[config.mk]
export PLATFORM = sky130hd
export DESIGN_NAME = comp_seq_flat
export DESIGN_NICKNAME = d
export VERILOG_FILES = /design/src/rtl/comp_seq_if.sv /design/src/rtl/comp_seq.sv /design/src/flat_wrapper.sv
export SDC_FILE = /design/constraint.sdc
export NUM_CORES = 1
export LEC_CHECK = 0
export ABC_AREA = 0
export CAP_MARGIN = 5
export CORE_ASPECT_RATIO = 0.5
export CORE_MARGIN = 2
export CORE_UTILIZATION = 49
export CTS_CLUSTER_SIZE = 20
export DETAILED_ROUTE_END_ITERATION = 16
export PLACE_DENSITY = 0.79
export SLEW_MARGIN = 10
export SYNTH_ARGS = -nofsm -noshare
export SYNTH_HDL_FRONTEND = slang
export SYNTH_SLANG_ARGS = --single-unit
[constraint.sdc]
create_clock -name clk -period 2.7 [get_ports clk]
set_clock_uncertainty 0.15 [all_clocks]
set_input_delay 0.27 -clock clk [delete_from_list [all_inputs] [get_ports clk]]
set_output_delay 0.27 -clock clk [all_outputs]
set_load 0.05 [all_outputs]
[src/rtl/comp_seq_if.sv]
// comp_seq_if: request/response bundle for the chunked comparator.
//   Request : in_valid, in_ready, a, b, signed_mode, op
//   Response: out_valid, out_ready, e, g, l, comp, cycles
//   master  - the producer/consumer side (testbench or upstream logic)
//   slave   - the comparator itself
interface comp_seq_if #(
    parameter int WIDTH = 16,
    parameter int CHUNK = 4
);
    localparam int NCH = WIDTH / CHUNK;
    localparam int CW  = $clog2(NCH) + 1;

    logic             in_valid;
    logic             in_ready;
    logic [WIDTH-1:0] a;
    logic [WIDTH-1:0] b;
    logic             signed_mode;
    logic [2:0]       op;
    logic             out_valid;
    logic             out_ready;
    logic             e;
    logic             g;
    logic             l;
    logic             comp;
    logic [CW-1:0]    cycles;

    modport master (
        output in_valid, a, b, signed_mode, op, out_ready,
        input  in_ready, out_valid, e, g, l, comp, cycles
    );

    modport slave (
        input  in_valid, a, b, signed_mode, op, out_ready,
        output in_ready, out_valid, e, g, l, comp, cycles
    );
endinterface

[src/rtl/comp_seq.sv]
// comp_seq: sequential magnitude comparator, CHUNK bits per cycle, MSB chunk
// first, with early termination on the first unequal chunk.
//   clk, rst : rising-edge clock, synchronous active-high reset
//   bus      : comp_seq_if.slave (request handshake, result handshake,
//              relation flags e/g/l, predicate result comp, chunk count cycles)
module comp_seq #(
    parameter int WIDTH = 16,
    parameter int CHUNK = 4
) (
    input logic       clk,
    input logic       rst,
    comp_seq_if.slave bus
);
    localparam int NCH  = WIDTH / CHUNK;
    localparam int CW   = $clog2(NCH) + 1;
    localparam int IDXW = (NCH > 1) ? $clog2(NCH) : 1;

    typedef enum logic [1:0] {IDLE, RUN, DONE} state_t;

    state_t           state_q, state_d;
    logic [IDXW-1:0]  idx_q, idx_d;
    logic [WIDTH-1:0] a_q, a_d, b_q, b_d;
    logic             sm_q, sm_d;
    logic [2:0]       op_q, op_d;
    logic             e_q, e_d, g_q, g_d, l_q, l_d, comp_q, comp_d;
    logic [CW-1:0]    cyc_q, cyc_d;

    logic [WIDTH-1:0] a_x, b_x;
    logic [CHUNK-1:0] ca, cb;

    function automatic logic pred(input logic [2:0] op, input logic e,
                                  input logic g, input logic l);
        case (op)
            3'b000:  pred = e;
            3'b001:  pred = ~e;
            3'b010:  pred = g;
            3'b011:  pred = g | e;
            3'b100:  pred = l;
            3'b101:  pred = l | e;
            default: pred = 1'b0;
        endcase
    endfunction

    // State register
    always_ff @(posedge clk) begin
        if (rst) begin
            state_q <= IDLE;
            idx_q   <= IDXW'(NCH - 1);
            a_q     <= '0;
            b_q     <= '0;
            sm_q    <= 1'b0;
            op_q    <= 3'b000;
            e_q     <= 1'b0;
            g_q     <= 1'b0;
            l_q     <= 1'b0;
            comp_q  <= 1'b0;
            cyc_q   <= '0;
        end else begin
            state_q <= state_d;
            idx_q   <= idx_d;
            a_q     <= a_d;
            b_q     <= b_d;
            sm_q    <= sm_d;
            op_q    <= op_d;
            e_q     <= e_d;
            g_q     <= g_d;
            l_q     <= l_d;
            comp_q  <= comp_d;
            cyc_q   <= cyc_d;
        end
    end

    // Next-state logic
    always_comb begin
        state_d = state_q;
        idx_d   = idx_q;
        a_d     = a_q;
        b_d     = b_q;
        sm_d    = sm_q;
        op_d    = op_q;
        e_d     = e_q;
        g_d     = g_q;
        l_d     = l_q;
        comp_d  = comp_q;
        cyc_d   = cyc_q;

        // Flipping the sign bit of both operands maps two's-complement order
        // onto unsigned order; it only affects the MSB chunk.
        a_x = a_q;
        b_x = b_q;
        a_x[WIDTH-1] = a_q[WIDTH-1] ^ sm_q;
        b_x[WIDTH-1] = b_q[WIDTH-1] ^ sm_q;
        ca = a_x[int'(idx_q)*CHUNK +: CHUNK];
        cb = b_x[int'(idx_q)*CHUNK +: CHUNK];

        case (state_q)
            IDLE: begin
                if (bus.in_valid) begin
                    a_d     = bus.a;
                    b_d     = bus.b;
                    sm_d    = bus.signed_mode;
                    op_d    = bus.op;
                    idx_d   = IDXW'(NCH - 1);
                    state_d = RUN;
                end
            end
            RUN: begin
                // Chunks examined so far, including this one.
                cyc_d = CW'(NCH) - CW'(idx_q);
                if (ca != cb) begin
                    e_d     = 1'b0;
                    g_d     = ca > cb;
                    l_d     = ca < cb;
                    comp_d  = pred(op_q, 1'b0, ca > cb, ca < cb);
                    state_d = DONE;
                end else if (idx_q == '0) begin
                    e_d     = 1'b1;
                    g_d     = 1'b0;
                    l_d     = 1'b0;
                    comp_d  = pred(op_q, 1'b1, 1'b0, 1'b0);
                    state_d = DONE;
                end else begin
                    idx_d = idx_q - 1'b1;
                end
            end
            DONE: begin
                if (bus.out_ready) begin
                    idx_d   = IDXW'(NCH - 1);
                    state_d = IDLE;
                end
            end
            default: state_d = IDLE;
        endcase
    end

    // Outputs
    always_comb begin
        bus.in_ready  = (state_q == IDLE);
        bus.out_valid = (state_q == DONE);
        bus.e         = e_q;
        bus.g         = g_q;
        bus.l         = l_q;
        bus.comp      = comp_q;
        bus.cycles    = cyc_q;
    end
endmodule

[src/flat_wrapper.sv]
// flat-port wrapper written by rule: the top's interface ports become plain ports
module comp_seq_flat 
#(
    parameter int WIDTH = 16,
    parameter int CHUNK = 4
)
  (clk, rst, bus_in_valid, bus_a, bus_b, bus_signed_mode, bus_op, bus_out_ready, bus_in_ready, bus_out_valid, bus_e, bus_g, bus_l, bus_comp, bus_cycles);
  comp_seq_if #(.WIDTH(WIDTH), .CHUNK(CHUNK)) bus_i ();
  input logic clk;
  input logic rst;
  input wire logic [$bits(bus_i.in_valid)-1:0] bus_in_valid;
  input wire logic [$bits(bus_i.a)-1:0] bus_a;
  input wire logic [$bits(bus_i.b)-1:0] bus_b;
  input wire logic [$bits(bus_i.signed_mode)-1:0] bus_signed_mode;
  input wire logic [$bits(bus_i.op)-1:0] bus_op;
  input wire logic [$bits(bus_i.out_ready)-1:0] bus_out_ready;
  output wire logic [$bits(bus_i.in_ready)-1:0] bus_in_ready;
  output wire logic [$bits(bus_i.out_valid)-1:0] bus_out_valid;
  output wire logic [$bits(bus_i.e)-1:0] bus_e;
  output wire logic [$bits(bus_i.g)-1:0] bus_g;
  output wire logic [$bits(bus_i.l)-1:0] bus_l;
  output wire logic [$bits(bus_i.comp)-1:0] bus_comp;
  output wire logic [$bits(bus_i.cycles)-1:0] bus_cycles;
  assign bus_i.in_valid = bus_in_valid;
  assign bus_i.a = bus_a;
  assign bus_i.b = bus_b;
  assign bus_i.signed_mode = bus_signed_mode;
  assign bus_i.op = bus_op;
  assign bus_i.out_ready = bus_out_ready;
  assign bus_in_ready = bus_i.in_ready;
  assign bus_out_valid = bus_i.out_valid;
  assign bus_e = bus_i.e;
  assign bus_g = bus_i.g;
  assign bus_l = bus_i.l;
  assign bus_comp = bus_i.comp;
  assign bus_cycles = bus_i.cycles;
  comp_seq #(.WIDTH(WIDTH), .CHUNK(CHUNK)) u_core (.clk(clk), .rst(rst), .bus(bus_i));
endmodule
* Word-level counts from Yosys, hierarchy flattened *
Cells that the tools add are included.

word-level totals
  register bits = 47
  input bits = 40
  output and inout bits = 9
  word-level logic and storage cells = 63

operators by class
  add/sub/neg operators = 2
  $lt $le $gt $ge = 2
  equal/unequal tests = 13
  shift operators = 2
  mux-type cells = 19
  bitwise operators = 2
  reduce and logical (&&, ||, !) cells = 12

operators by type and width
  cell                                                                      number
  16-bit by 5-bit indexed part select with 4-bit output                     2
  2-bit 2-to-1 mux                                                          8
  2-bit case mux with 3 select lines                                        2
  1-bit 2-to-1 mux                                                          8
  2-bit inequality test (second input constant)                             4
  3-bit by 2-bit == test with 1-bit output (second input constant)          2
  3-bit == test (second input constant)                                     2
  5-bit AND reduction                                                       1
  4-bit > comparator                                                        1
  2-bit zero test                                                           2
  4-bit < comparator                                                        1
  4-bit inequality test                                                     1
  2-bit AND reduction                                                       2
  2-bit OR reduction                                                        2
  3-bit by 1-bit == test with 1-bit output (second input constant)          1
  3-bit zero test                                                           1
  3-bit by 1-bit inequality test with 1-bit output (second input constant)  1
  1-bit case mux with 3 select lines                                        1
  3-bit AND reduction                                                       1
  3-bit nonzero test                                                        1
  3-bit OR reduction                                                        1
  3-bit by 2-bit subtractor with 3-bit output (first input constant)        1
  2-bit by 1-bit == test with 1-bit output (second input constant)          1
  2-bit == test (second input constant)                                     1
  3 further kinds                                                           4

* Depth between registers and ports, before layout *
Gate-level depths: netlist (run 1).

  depth in word-level cells = 5
  depth in mapped cells = 8
  mapped depth without buffers = 8

* Worst setup path before layout (run 1) *
OpenSTA, ideal clock, no wires.

  kind = register to register
  from = register u_core.idx_q[0]
  to = register u_core.idx_q[1]
  library setup time = 123 ps
  data arrival time = 2187 ps
  required time = 2427 ps
  slack = 239 ps
  cell stages (with the launch flop) = 8
  buffers on the path = 1
  period minus slack after synthesis = 2461 ps
  cell sequence = dfxtp_1 -> buf_2 -> mux4_2 -> ha_1 -> nand4_1 -> nor3_1 -> o311a_1 -> o21ai_1

between the ends
  cells in the longest elaborated chain, start to end = 4
  elaborated cells between the ends (all ways) = 11
  classes of those cells = add/sub: 1; eq/ne: 3; shift: 2; mux: 3; reduce/logical: 2

ends and longest elaborated chain
  item                                                                                        line                              RTL
  start, declared                                                                             comp_seq.sv:21                    logic [IDXW-1:0] idx_q, idx_d;
  start signal, assigned                                                                      comp_seq.sv:48                    idx_q <= IDXW'(NCH - 1);
  start signal, assigned                                                                      comp_seq.sv:60                    idx_q <= idx_d;
  16-bit by 5-bit indexed part select with 4-bit output (tied with other cells)               comp_seq.sv:93                    ca = a_x[int'(idx_q)*CHUNK +: CHUNK];
  4-bit inequality test / 2-bit 2-to-1 mux (equally long branches)                            comp_seq.sv:110, comp_seq.sv:116
  2-bit inequality test (no line) / 2-bit 2-to-1 mux (equally long branches)                  n/a
  5-bit AND reduction (no line) / 2-bit case mux with 3 select lines (equally long branches)  n/a

Several ways; a longest one is shown, not always the timed one. The select of a mux whose other input is x is not followed.
A chain may end at the register's enable or synchronous reset.

* Final worst setup path (run 1) *
Same ends and word-level chain as after synthesis.

==> results of run 1 <==
area by class of cell:
type | instances | area [µm²]
clock buffers | 6 | 72.6
well taps | 54 | 67.6
repair buffers | 52 | 523
flip-flops and latches | 47 | 941
inverters | 9 | 33.8
clock inverters | 1 | 30.0
fillers | 350 | 1300
multi-input cells | 175 | 1020
critical path, cell delays in order, from the launching register on:
cell and delay (ns):
dfxtp_1 0.34, buf_4 0.20, mux4_2 0.53, ha_1 0.32, nand4_1 0.31, nor3_2 0.33, o311a_1 0.22, o21ai_1 0.05
flip-flops by register name (all words and copies together) (netlist names):
name               count
u_core.a_q            16
u_core.b_q            16
u_core.bus.cycles      3
u_core.op_q            3
u_core.idx_q           2
u_core.state_q         2
u_core.bus.comp        1
u_core.bus.e           1
u_core.bus.g           1
u_core.bus.l           1
u_core.sm_q            1
where the power goes:
part | leakage [nW] | switching (mW) | internal, mW
registers | 0.385 | 0.0367 | 0.753
logic | 0.586 | 0.241 | 0.193
clock network | 0.0513 | 0.221 | 0.271
total | 1.02 | 0.499 | 1.22
Yosys cell counts (2+ instances only):
cell type,number
xor2_1,2
o31ai_1,3
nor4_1,3
o21ai_0,4
nand2b_1,3
a21oi_1,42
ha_1,5
and2_1,2
dfxtp_1,47
o21ai_1,2
nand2_1,81
nor2b_1,3
buf_2,6
inv_1,9
buf_6,3
clkbuf_1,7
o31a_1,2
nor3_1,2
nor2_1,3
mux4_2,8
cells by family (layout without fill, tap and decap cells):
kind of cell    after synthesis  count (layout)  synth area share
compound gates               58              58             0.155
xor+xnor                      3               3            0.0127
fa+ha+maj                     5               5            0.0301
buf+inv                      25              68            0.0597
flops                        47              47             0.453
mux                           8               8            0.0868
simple gates                101             101             0.203
per-layer routing:
metal / part of all wire / wire length [µm]
met1: 0.49 / 2120
met2: 0.46 / 1990
met3: 0.050 / 218
met4: 0.0067 / 29
met5: 0 / 0
layout by cell type (no fill, tap or decap), types with 2 or more instances in the layout:
master           synthesis  routed
a21oi_1                 42      42
and2_1                   2       2
buf_4                    0       3
clkbuf_8                 0       5
clkdlybuf4s50_1          0      48
dfxtp_1                 47      47
ha_1                     5       5
inv_1                    9       9
mux4_2                   8       8
nand2_1                 81      81
nand2b_1                 3       3
nor2_1                   3       3
nor2b_1                  3       3
nor4_1                   3       3
o21ai_0                  4       3
o21ai_1                  2       3
o31a_1                   2       2
o31ai_1                  3       3
xor2_1                   2       2
final timing paths:
| kind | cells after the start | end | start | slack, ns |
|---|---|---|---|---|
| worst min register to register | 2 | u_core.a_q[13]$_SDFFE_PP0P_ | u_core.a_q[13]$_SDFFE_PP0P_ | 0.31 |
| worst max-delay path | 7 | u_core.idx_q[1]$_SDFFE_PP1P_ | u_core.idx_q[0]$_SDFFE_PP1P_ | 0.13 |
| worst min-delay path | 2 | u_core.a_q[13]$_SDFFE_PP0P_ | u_core.a_q[13]$_SDFFE_PP0P_ | 0.31 |
| worst max register to register | 7 | u_core.idx_q[1]$_SDFFE_PP1P_ | u_core.idx_q[0]$_SDFFE_PP1P_ | 0.13 |
per-stage QoR:
stage                     total power, mW  setup WS (ns)   util
after floorplan                      1.10          0.239      -
after CTS                            1.72         0.0347  0.672
after detailed placement             1.24         0.0554  0.647
final                                1.72          0.126  0.674
after global routing                 1.81         0.0181  0.674
after global placement               1.22          0.234  0.647
==> impl_metrics.py, run 1 <==
metrics = {
    "drt": {
        "via_per_inst": 5.19,
        "dr_total_vias": 1786,
        "wl_mm": 4.36,
        "wl_per_cell_um": 12.7,
        "final_antenna_net_count": 0,
        "drt_iter0_drc": 65,
        "firstDrtPassIters": 4,
        "drc": 0,
    },
    "setup_path": {
        "startpoint_type": "register",
        "cp.arrival_ns": 2.61,
        "worst-endpoint-required_ns": 2.74,
        "critical_path.max_fanout": 9,
        "worstSetupPathType": "register to register",
        "critPathCaptureType": "register",
    },
    "clock_network": {
        "cts_buffer_depth": 2,
        "cts_setup_buffers": 0,
        "clock-sinks": 47,
        "ctsRootBufferMaster": "clkbuf_8",
        "cts_tree": "done",
        "clk_pin_slew_ns": 0.09,
        "cts_resized": 0,
        "insertion_delay_ns": 0.30,
        "h-tree-depth": 2,
        "numCtsBuffers": 5,
        "hold_buffers": 0,
    },
    "logic_synthesis": {
        "ys_seq_elements": 47,
        "syn_area_um2": 2080,
        "synth_flop_cell": "dfxtp_1",
        "avgSynthCellArea_um2": 8.40,
        "syn-num-nets": 292,
        "synthArstFlopShare": 0,
        "synth_seq_area_share": 0.453,
        "yosysTopAreaCell": "dfxtp_1",
        "synth.area.top_cells": "dfxtp_1, nand2_1, a21oi_1",
        "yosysWarnings": 0,
        "synth_cell_types": 30,
        "synth_top_area_frac": 0.453,
        "synth_edf_count": 0,
        "syn_inst": 247,
    },
    "grt": {
        "antenna_found_initial": 0,
        "grt_pass1_vias": 1671,
        "gr-total-overflow": 0,
        "grt.busiest_layer": "met2",
        "grt.met3_usage": 0.0642,
        "grt_max_degree": 46,
        "grt_pass1_wl_mm": 7.25,
        "grt.met1_usage": 0.272,
        "grtUsageMet2": 0.296,
        "track_usage": 0.198,
    },
    "sta": {
        "fin_crit_sh": 0.953,
        "relSlewSlack": 0.579,
        "hold_ws_ns": 0.306,
        "hold_viol": 0,
        "slew_violations": 0,
        "worst_pin_slew_ns": 0.630,
        "rsz0062_at_grt": "false",
        "setup_viol": 0,
        "fmax_mhz": 389,
        "timing.final.crit_period_ns": 2.57,
        "tns_ns": 0,
    },
    "power_and_ir_drop": {
        "vdd_drop_max_uv": 285,
        "p_leak_nw": 1.02,
        "power_density_nw_per_um2": 640,
    },
    "die": {
        "io_pins": 49,
        "core-area_um2": 3980,
        "die_width_um": 96.0,
        "die_h_um": 50.0,
        "initial_core_util": 0.521,
        "rows": 16,
        "dieArea_um2": 4800,
    },
    "final_layout": {
        "stdcell_count": 344,
        "drive_gt1_frac": 0.0724,
        "fin_nets": 335,
        "synthToLayoutAreaGrowth_pct": 29.3,
        "design_area_um2": 2680,
        "insertedDiodeCount": 0,
    },
    "place": {
        "dp.cells": 337,
        "place.gp.congestion": 0.857,
        "dp_hpwl_mm": 3.17,
        "port_buffers": 48,
        "placed_cell_area_um2": 2580,
    },
    "flow_run": {
        "cap_viol_max_count": 0,
    },
    "worst_hold_path": {
        "hold_path_class": "register to register",
    },
    "outcome": {
        "status": "finished clean",
    },
}
No activity file was read; power rests on OpenSTA's default activity.
==> inputs of run 2 (changes only) <==
Settings changed: CORE_UTILIZATION 49 to 53, PLACE_DENSITY 0.79 to 0.84.
Clock period 2.7 ns to 3.3 ns, I/O delays scaled along.
==> run 2 against run 1 <==
Compared with the run above: fmax down 7.8%; sequential share of layout area is 0.33 points higher; power decreased by 19%; clock power down 19%; setup slack improved by 0.38 ns; critical path type unchanged; largest power group unchanged.
==> impl_metrics.py, run 2 (synthesis results as in run 1) <==
metrics = {
    "outcome": {
        "status": "finished clean",
    },
    "drt": {
        "wl_per_cell_um": 13.0,
        "dr_total_vias": 1807,
        "firstDrtPassIters": 4,
        "drt_iter0_drc": 87,
        "final_antenna_net_count": 0,
        "drc": 0,
        "wl_mm": 4.45,
        "via_per_inst": 5.27,
    },
    "setup_path": {
        "r2r_start": "u_core.idx_q[0]$_SDFFE_PP1P_",
        "slowest_delay_ns": 0.67,
        "crit_buf_inv": 0,
        "path_cells": "mux4_2, ha_1, nand4_1, nor3_1, o311a_1, o21ai_1",
        "slowest_stage": "dfxtp_1",
        "critPathCaptureType": "register",
        "cp.arrival_ns": 2.82,
        "worstSetupPathType": "register to register",
        "worstReg2RegEnd": "u_core.idx_q[1]$_SDFFE_PP1P_",
        "critical_path.max_fanout": 9,
        "worstRegToRegCells": 6,
        "crit_family": "flip-flops",
        "r2r_slack_ns": 0.51,
        "worst-endpoint-required_ns": 3.33,
        "startpoint_type": "register",
    },
    "power_and_ir_drop": {
        "vdd_drop_max_uv": 283,
        "switching_power_mw": 0.399,
        "p_leak_nw": 1.01,
        "swShare": 0.287,
        "combPwrFrac": 0.245,
        "internal-power_mw": 0.991,
        "power.share.clock": 0.286,
        "power.share.sequential": 0.469,
        "power_density_nw_per_um2": 523,
    },
    "sta": {
        "tns_ns": 0,
        "fin_crit_sh": 0.846,
        "relSlewSlack": 0.241,
        "fmax_mhz": 358,
        "rsz0062_at_grt": "false",
        "timing.final.crit_period_ns": 2.79,
        "setup_viol": 0,
        "worst_slack_ns": 0.510,
        "slew_violations": 0,
        "worst_pin_slew_ns": 1.14,
        "hold_viol": 0,
    },
    "clock_network": {
        "numCtsBuffers": 5,
        "cts_tree": "done",
        "clk_pin_slew_ns": 0.08,
        "hold_buffers": 0,
        "ctsRootBufferMaster": "clkbuf_8",
        "clock-sinks": 47,
        "cts_buffer_depth": 2,
        "h-tree-depth": 2,
        "cts_resized": 0,
        "insertion_delay_ns": 0.29,
        "cts_setup_buffers": 0,
    },
    "final_layout": {
        "synthToLayoutAreaGrowth_pct": 28.1,
        "drive_gt1_frac": 0.0657,
        "final_cell_mix": "nand2_1, clkdlybuf4s50_1, dfxtp_1, a21oi_1, inv_1",
        "final_common_cell": "nand2_1",
        "design_area_um2": 2660,
        "insertedDiodeCount": 0,
        "stdcell_count": 343,
        "fin_nets": 334,
        "reg_top3": "u_core.a_q: 16 flops, u_core.b_q: 16 flops",
    },
    "place": {
        "port_buffers": 48,
        "dp_hpwl_mm": 3.28,
        "placed_cell_area_um2": 2560,
        "place.gp.congestion": 0.818,
        "preCtsSetupSlack_ns": 0.527,
        "dp.cells": 336,
    },
    "grt": {
        "grt_max_degree": 41,
        "track_usage": 0.214,
        "grt_pass1_wl_mm": 7.13,
        "grt_pass1_vias": 1580,
        "antenna_found_initial": 0,
        "gr-total-overflow": 0,
    },
    "worst_hold_path": {
        "min_path_cells": 2,
        "hold_start": "u_core.bus.cycles[1]$_SDFFE_PP0P_",
        "hold_path_class": "register to register",
        "holdPathEnd": "u_core.bus.cycles[1]$_SDFFE_PP0P_",
    },
    "die": {
        "die_h_um": 48.3,
        "io_pins": 49,
        "rows": 16,
        "core-area_um2": 3820,
        "initial_core_util": 0.543,
        "dieArea_um2": 4460,
        "die_width_um": 92.5,
    },
    "flow_run": {
        "cap_viol_max_count": 0,
    },
}
-- run 2: power groups by stage --
stage / Sequential (mW) / Combinational [mW] / Clock [mW]
after CTS: 0.653 / 0.342 / 0.404
final: 0.652 / 0.340 / 0.398
after detailed placement: 0.665 / 0.339 / 0
after global routing: 0.660 / 0.376 / 0.429
after global placement: 0.662 / 0.328 / 0
after floorplan: 0.673 / 0.229 / 0
-- run 2: layout make-up --
| cell class | count | area, µm² |
|---|---|---|
| Inverter | 9 | 33.8 |
| Tap cell | 54 | 67.6 |
| Multi-Input combinational cell | 175 | 1010 |
| Clock inverter | 1 | 30.0 |
| Sequential cell | 47 | 941 |
| Clock buffer | 6 | 72.6 |
| Fill cell | 302 | 1160 |
| Timing Repair Buffer | 51 | 503 |
-- run 2: worst max path at each step --
| stage | startpoint | endpoint | slack (ns) | depth (start not counted) |
|---|---|---|---|---|
| floorplan | u_core.idx_q[0]$_SDFFE_PP1P_ | u_core.idx_q[1]$_SDFFE_PP1P_ | 0.84 | 7 |
| global placement | u_core.idx_q[0]$_SDFFE_PP1P_ | u_core.idx_q[1]$_SDFFE_PP1P_ | 0.61 | 6 |
| detailed placement | u_core.idx_q[0]$_SDFFE_PP1P_ | u_core.idx_q[1]$_SDFFE_PP1P_ | 0.53 | 6 |
| CTS | u_core.idx_q[0]$_SDFFE_PP1P_ | u_core.idx_q[1]$_SDFFE_PP1P_ | 0.49 | 6 |
| global route | u_core.idx_q[0]$_SDFFE_PP1P_ | u_core.bus.g$_SDFFE_PP0P_ | 0.18 | 6 |
| finish | u_core.idx_q[0]$_SDFFE_PP1P_ | u_core.idx_q[1]$_SDFFE_PP1P_ | 0.51 | 6 |
-- run 2: metal layers --
layer  GRT usage  vias up  wire length [µm]
li1            -      916                 -
met1       0.273      823              2060
met2       0.365       57              2060
met3      0.0572       11               236
met4      0.0836        0                95
met5           0        -                 0
-- run 2: stage by stage --
| step | util | total power [mW] | hold WS [ns] |
|---|---|---|---|
| after global routing | 0.695 | 1.47 | 0.325 |
| final | 0.695 | 1.39 | 0.307 |
| after floorplan | - | 0.901 | 0.283 |
| after CTS | 0.695 | 1.40 | 0.310 |
| after detailed placement | 0.669 | 1.00 | 0.298 |
| after global placement | 0.669 | 0.990 | 0.292 |
-- run 2: worst register-to-register path, delay by kind of cell (launching register included) --
kind / cells / cell delay [ns]
multiplexers: 1 / 0.59
AND/OR/NAND/NOR: 2 / 0.67
AO/OA/AOI/OAI: 2 / 0.28
adder cells (fa/ha/maj): 1 / 0.31
flip-flops: 1 / 0.67
